`src/rtl/run_ctrl_if.sv`:
```
// Groups the run-control inputs (mode, step, halt, breakpoint) and CPU pacing outputs.
// Pure wiring; no latency of its own.
// No backpressure: every signal is a level sampled each CLOCK_50 cycle.
interface run_ctrl_if #(
    parameter int CE_W = 32
);
    logic [1:0]      mode_sw;
    logic            step_btn;
    logic            halt_req;
    logic [31:0]     pc;
    logic [31:0]     bkpt_addr;
    logic            bkpt_en;
    logic            cpu_ce;
    logic [1:0]      state;
    logic [CE_W-1:0] ce_count;

    // Operator/CPU side drives the controls and observes the pacing outputs.
    modport master (
        output mode_sw, step_btn, halt_req, pc, bkpt_addr, bkpt_en,
        input  cpu_ce, state, ce_count
    );

    // The run controller consumes the controls and produces the pacing outputs.
    modport slave (
        input  mode_sw, step_btn, halt_req, pc, bkpt_addr, bkpt_en,
        output cpu_ce, state, ce_count
    );
endinterface

```
`src/rtl/run_ctrl.sv`:
```
// CPU run controller: paces cpu_ce in normal/slow/step modes and handles halt/breakpoints.
// cpu_ce is registered: it rises one cycle after the tick or step edge that causes it.
// No backpressure; the CPU must consume each one-cycle cpu_ce pulse as it appears.
module run_ctrl #(
    parameter int DIV_NORMAL = 25,
    parameter int DIV_SLOW   = 50000000,
    parameter int CNT_W      = 29,
    parameter int CE_W       = 32
) (
    input  logic     CLOCK_50,
    input  logic     rst_n,
    run_ctrl_if.slave bus
);

    typedef enum logic [1:0] {
        ST_STOPPED = 2'b00,
        ST_RUN     = 2'b01,
        ST_STEP    = 2'b10,
        ST_HALTED  = 2'b11
    } state_t;

    localparam logic [CNT_W-1:0] LIM_NORMAL = CNT_W'(DIV_NORMAL - 1);
    localparam logic [CNT_W-1:0] LIM_SLOW   = CNT_W'(DIV_SLOW - 1);

    state_t            state_q;
    state_t            state_d;
    logic [CNT_W-1:0]  cnt_q;
    logic [CNT_W-1:0]  cnt_d;
    logic              ce_q;
    logic              ce_d;
    logic              btn_prev_q;
    logic [1:0]        mode_prev_q;
    logic [CE_W-1:0]   ce_count_q;

    logic              step_edge;
    logic              rate_change;
    logic              at_limit;
    logic              tick;
    logic              bkpt_hit;

    assign step_edge   = bus.step_btn & ~btn_prev_q;
    // A swap between normal and slow rate restarts the period from zero.
    assign rate_change = ~bus.mode_sw[1] & ~mode_prev_q[1]
                       & (bus.mode_sw[0] ^ mode_prev_q[0]);
    assign at_limit    = (cnt_q == (bus.mode_sw[0] ? LIM_SLOW : LIM_NORMAL));
    assign tick        = (state_q == ST_RUN) & at_limit & ~rate_change;
    assign bkpt_hit    = bus.bkpt_en & (bus.pc == bus.bkpt_addr);

    // Next state, next tick count and next clock-enable; halt_req outranks mode changes.
    always_comb begin
        state_d = state_q;
        cnt_d   = '0;
        ce_d    = 1'b0;
        case (state_q)
            ST_STOPPED: begin
                case (bus.mode_sw)
                    2'b00, 2'b01: state_d = ST_RUN;
                    2'b10:        state_d = ST_STEP;
                    default:      state_d = ST_STOPPED;
                endcase
            end
            ST_RUN: begin
                if (bus.halt_req) begin
                    state_d = ST_HALTED;
                end else if (bus.mode_sw == 2'b11) begin
                    state_d = ST_STOPPED;
                end else if (bus.mode_sw == 2'b10) begin
                    state_d = ST_STEP;
                end else if (tick) begin
                    if (bkpt_hit) begin
                        state_d = ST_HALTED;
                    end else begin
                        ce_d = 1'b1;
                    end
                end else if (!rate_change) begin
                    cnt_d = cnt_q + 1'b1;
                end
            end
            ST_STEP: begin
                if (bus.halt_req) begin
                    state_d = ST_HALTED;
                end else if (!bus.mode_sw[1]) begin
                    state_d = ST_RUN;
                end else if (bus.mode_sw == 2'b11) begin
                    state_d = ST_STOPPED;
                end else if (step_edge) begin
                    ce_d = 1'b1;
                end
            end
            ST_HALTED: begin
                if (bus.mode_sw == 2'b11) begin
                    state_d = ST_STOPPED;
                end
            end
            default: state_d = ST_STOPPED;
        endcase
    end

    // FSM state register.
    always_ff @(posedge CLOCK_50) begin
        if (!rst_n) begin
            state_q <= ST_STOPPED;
        end else begin
            state_q <= state_d;
        end
    end

    // Tick counter, pulse register, edge/mode history and pulse counter.
    always_ff @(posedge CLOCK_50) begin
        if (!rst_n) begin
            cnt_q       <= '0;
            ce_q        <= 1'b0;
            btn_prev_q  <= 1'b1;
            mode_prev_q <= 2'b00;
            ce_count_q  <= '0;
        end else begin
            cnt_q       <= cnt_d;
            ce_q        <= ce_d;
            btn_prev_q  <= bus.step_btn;
            mode_prev_q <= bus.mode_sw;
            ce_count_q  <= ce_count_q + CE_W'(ce_q);
        end
    end

    assign bus.cpu_ce   = ce_q;
    assign bus.state    = state_q;
    assign bus.ce_count = ce_count_q;

endmodule

```
`src/flat_wrapper.sv`:
```
// flat-port wrapper written by rule: the top's interface ports become plain ports
module run_ctrl_flat 
#(
    parameter int DIV_NORMAL = 25,
    parameter int DIV_SLOW   = 50000000,
    parameter int CNT_W      = 29,
    parameter int CE_W       = 32
)
  (CLOCK_50, rst_n, bus_mode_sw, bus_step_btn, bus_halt_req, bus_pc, bus_bkpt_addr, bus_bkpt_en, bus_cpu_ce, bus_state, bus_ce_count);
  run_ctrl_if #(.CE_W(CE_W)) bus_i ();
  input  logic CLOCK_50;
  input  logic rst_n;
  input wire logic [$bits(bus_i.mode_sw)-1:0] bus_mode_sw;
  input wire logic [$bits(bus_i.step_btn)-1:0] bus_step_btn;
  input wire logic [$bits(bus_i.halt_req)-1:0] bus_halt_req;
  input wire logic [$bits(bus_i.pc)-1:0] bus_pc;
  input wire logic [$bits(bus_i.bkpt_addr)-1:0] bus_bkpt_addr;
  input wire logic [$bits(bus_i.bkpt_en)-1:0] bus_bkpt_en;
  output wire logic [$bits(bus_i.cpu_ce)-1:0] bus_cpu_ce;
  output wire logic [$bits(bus_i.state)-1:0] bus_state;
  output wire logic [$bits(bus_i.ce_count)-1:0] bus_ce_count;
  assign bus_i.mode_sw = bus_mode_sw;
  assign bus_i.step_btn = bus_step_btn;
  assign bus_i.halt_req = bus_halt_req;
  assign bus_i.pc = bus_pc;
  assign bus_i.bkpt_addr = bus_bkpt_addr;
  assign bus_i.bkpt_en = bus_bkpt_en;
  assign bus_cpu_ce = bus_i.cpu_ce;
  assign bus_state = bus_i.state;
  assign bus_ce_count = bus_i.ce_count;
  run_ctrl #(.DIV_NORMAL(DIV_NORMAL), .DIV_SLOW(DIV_SLOW), .CNT_W(CNT_W), .CE_W(CE_W)) u_core (.CLOCK_50(CLOCK_50), .rst_n(rst_n), .bus(bus_i));
endmodule
```
`config.mk`:
```
export PLATFORM = sky130hd
export DESIGN_NAME = run_ctrl_flat
export DESIGN_NICKNAME = d
export VERILOG_FILES = /design/src/rtl/run_ctrl_if.sv /design/src/rtl/run_ctrl.sv /design/src/flat_wrapper.sv
export SDC_FILE = /design/constraint.sdc
export NUM_CORES = 1
export LEC_CHECK = 0
export BUFFER_PORTS_ARGS = -buffer_cell sky130_fd_sc_hd__buf_2
export CAP_MARGIN = 30
export CORE_ASPECT_RATIO = 2
export CORE_MARGIN = 1
export CORE_UTILIZATION = 40
export DETAILED_ROUTE_END_ITERATION = 12
export GPL_TIMING_DRIVEN = 1
export HOLD_SLACK_MARGIN = 0.15
export PLACE_DENSITY = 0.68
export SLEW_MARGIN = 15
export SYNTH_ARGS = -nofsm -noshare
export SYNTH_HDL_FRONTEND = slang
export SYNTH_SLANG_ARGS = --single-unit
```
`constraint.sdc`:
```
create_clock -name CLOCK_50 -period 5.95 [get_ports CLOCK_50]
set_clock_uncertainty 0.2 [all_clocks]
set_input_delay 0.595 -clock CLOCK_50 [delete_from_list [all_inputs] [get_ports CLOCK_50]]
set_output_delay 0.595 -clock CLOCK_50 [all_outputs]
set_load 0.01 [all_outputs]
```
==> results_dict.tcl <==
set metrics [dict create \
    status "completed" \
    die-area_um2 8996 \
    place_congestion 0.9165 \
    fin_nets 586 \
    fin_setup_tns_ns 0 \
    setup_ws_ns 3.297 \
    wl_per_cell_um 13.83 \
    root_buffer "clkbuf_16" \
    drive_above_1_share_pct 24.56 \
    worstSetupPathType "reg -> reg" \
    fmax_mhz 376.9 \
    clk_pin_slew_ns 0.05 \
    core_um2 8292 \
    seq_area_frac_synth_pct 39.00 \
    finish.utilization_pct 52.41 \
    drtIter0Drc 142 \
    met2_usage_pct 37.40 \
    final_area_um2 4345 \
    cp-start-kind "register" \
    portBuffers 105 \
    grt_use_met1_pct 18.77 \
    htree_levels 3 \
    viasPerCell 5.205 \
    clk_latency_ns 0.33 \
    first_global_vias 3120 \
    overflow 0 \
    final_antenna_net_count 0 \
    rsz0062_at_grt "no" \
    grt_pass1_wl_um 13790 \
    cellLeakagePower_uw 0.001726 \
    grt_max_degree 30 \
    drv_slew 0 \
    ys_types 38 \
    period_minus_slack_ns 2.653 \
    cp_max_fo 8 \
    cts_hold_buf 0 \
    synth_nets 481 \
    tightest_slew_ns 0.9086 \
    crit_chain "nand3_4 > or2_4 > o41a_1 > or4_4 > o211a_1 > a211oi_2" \
    antenna_found_initial 0 \
    cts_sinks 67 \
    drt-pass1-iter-count 4 \
    routed_wl_um 8448 \
    critical_path.max_stage_delay_ns 0.55 \
    syn_area_um2 3440 \
    route.detailed.drc 0 \
    hold_viol 0 \
    synth_cells 403 \
    grtUsageMet3_pct 4.966 \
    avgSynthCellArea_um2 8.535 \
    cts_setup_buffers 0 \
    cts_resized 0 \
    rows 47 \
    fin_crit_sh_pct 44.59 \
    crit_buf_inv 0 \
    synth_seq_cells 67 \
    syn2layout_area_growth_pct 26.34 \
    vdd_drop_max_uv 135.2 \
    worst_ep_arrival_time_ns 2.70 \
    critPathRequiredTime_ns 5.99 \
    start_util_pct 41.48 \
    die_x_um 67.57 \
    clockBufferDepth 2 \
    dieHeight_um 133.1 \
    pre_cts_slack_ns 3.250 \
    cp-end-kind "register" \
    place_hpwl_um 6598 \
    hold_path_class "in -> reg" \
    mostFrequentLayoutCells "buf_2, nor2_1, dfxtp_1" \
    final_common_cell "buf_2" \
    cts_buffers 9 \
    p_per_area_nw_per_um2 243.7 \
    setup_viol 0 \
    cts_tree "yes" \
    vias 3180 \
    drv_cap 0 \
    slew_headroom_pct 39.36 \
    globalRouteTotalUtil_pct 20.11 \
    top_usage_layer "met2" \
    cp_top_family "simple AND/OR/NAND/NOR gates" \
    yosys_warnings 0 \
    ioPinCount 106 \
    slowest_stage "or4_4" \
    antenna_cells 0 \
    place_area_um2 4049 \
]
per-layer routing:
layer  share of wire (%)  vias to the layer above
met5                   0                        -
met4                 3.3                        0
met3                 4.1                       21
met2                  56                       79
met1                  37                     1493
li1                    -                     1587
cells in the mapped netlist (all sizes together):
library cell,count,share of area [%]
xor2,50,13
and3,8,1.5
a41oi,1,0.25
clkbuf,10,1.1
nor3,8,1.2
nor2,69,7.5
dfxtp,67,39
o2111a,1,0.33
nor4b,1,0.25
a211oi,1,0.36
nand2,20,2.2
nor2b,1,0.18
nor4bb,1,0.29
buf,3,0.62
or3,4,0.73
inv,9,0.98
o31ai,1,0.22
xnor2,36,9.2
nand4,15,2.7
nor3b,2,0.44
and4,6,1.5
nand3,30,4.7
o211a,1,0.29
or4,4,0.98
nand3b,1,0.22
o41a,1,0.33
o21ai,8,1.2
ha,7,2.5
and2,6,1.1
or2,1,0.25
nand2b,2,0.36
a21oi,9,1.3
nor4,18,3.3
a21o,1,0.22
power breakdown:
group	total, uW	switching, uW	internal (uW)	leakage [uW]
Combinational	78.0	38.7	39.2	0.00105
Sequential	455	3.12	452	0.000541
Clock	526	191	335	0.000139
cell type report:
class / instances / area (um2)
sequential: 67 / 1341
clock inverter: 4 / 50.05
inverter: 9 / 33.78
clock buffer: 12 / 246.5
multi-input combinational: 314 / 2011
tap: 98 / 122.6
timing repair buffer: 107 / 540.5
fill: 784 / 3946
state kept, by name, summed over array words and instances (netlist names):
signal / cells
u_core.bus.cpu_ce: 1
u_core.bus.state: 2
u_core.btn_prev_q: 1
u_core.cnt_q: 29
u_core.bus.ce_count: 32
u_core.mode_prev_q: 2
worst reg2reg max path: stages, from the launching register on:
cell	delay, ns
dfxtp_1	0.50
nand3_4	0.16
or2_4	0.28
o41a_1	0.45
or4_4	0.55
o211a_1	0.25
a211oi_2	0.18
kinds of logic after synthesis:
group / count (synthesis) / synth area share [%]
fa+ha+maj: 7 / 2.546
flops: 67 / 39.00
buf+inv: 22 / 2.692
simple gates: 197 / 29.39
xor+xnor: 86 / 21.90
compound gates: 24 / 4.474
stage by stage:
step / hold slack, ns / instances / total power (uW)
after floorplan: 0.2601 / 403 / 504.4
after global placement: 0.2722 / 594 / 539.6
after detailed placement: 0.3009 / 595 / 542.7
after CTS: 0.2526 / 611 / 1068
after global routing: 0.2567 / 611 / 1097
final: 0.2624 / 611 / 1059
path summary, 6_finish.rpt:
path | start | endpoint | slack (ns) | depth (start not counted)
hold reg to reg | u_core.cnt_q[0] | u_core.cnt_q[0] | 0.30 | 1
setup reg to reg | u_core.cnt_q[2] | u_core.bus.state[1] | 3.30 | 6
hold / removal | bus_step_btn | u_core.btn_prev_q | 0.26 | 2
setup / recovery | u_core.cnt_q[2] | u_core.bus.state[1] | 3.30 | 6
Note: power is estimated with default switching activity, not from simulation.
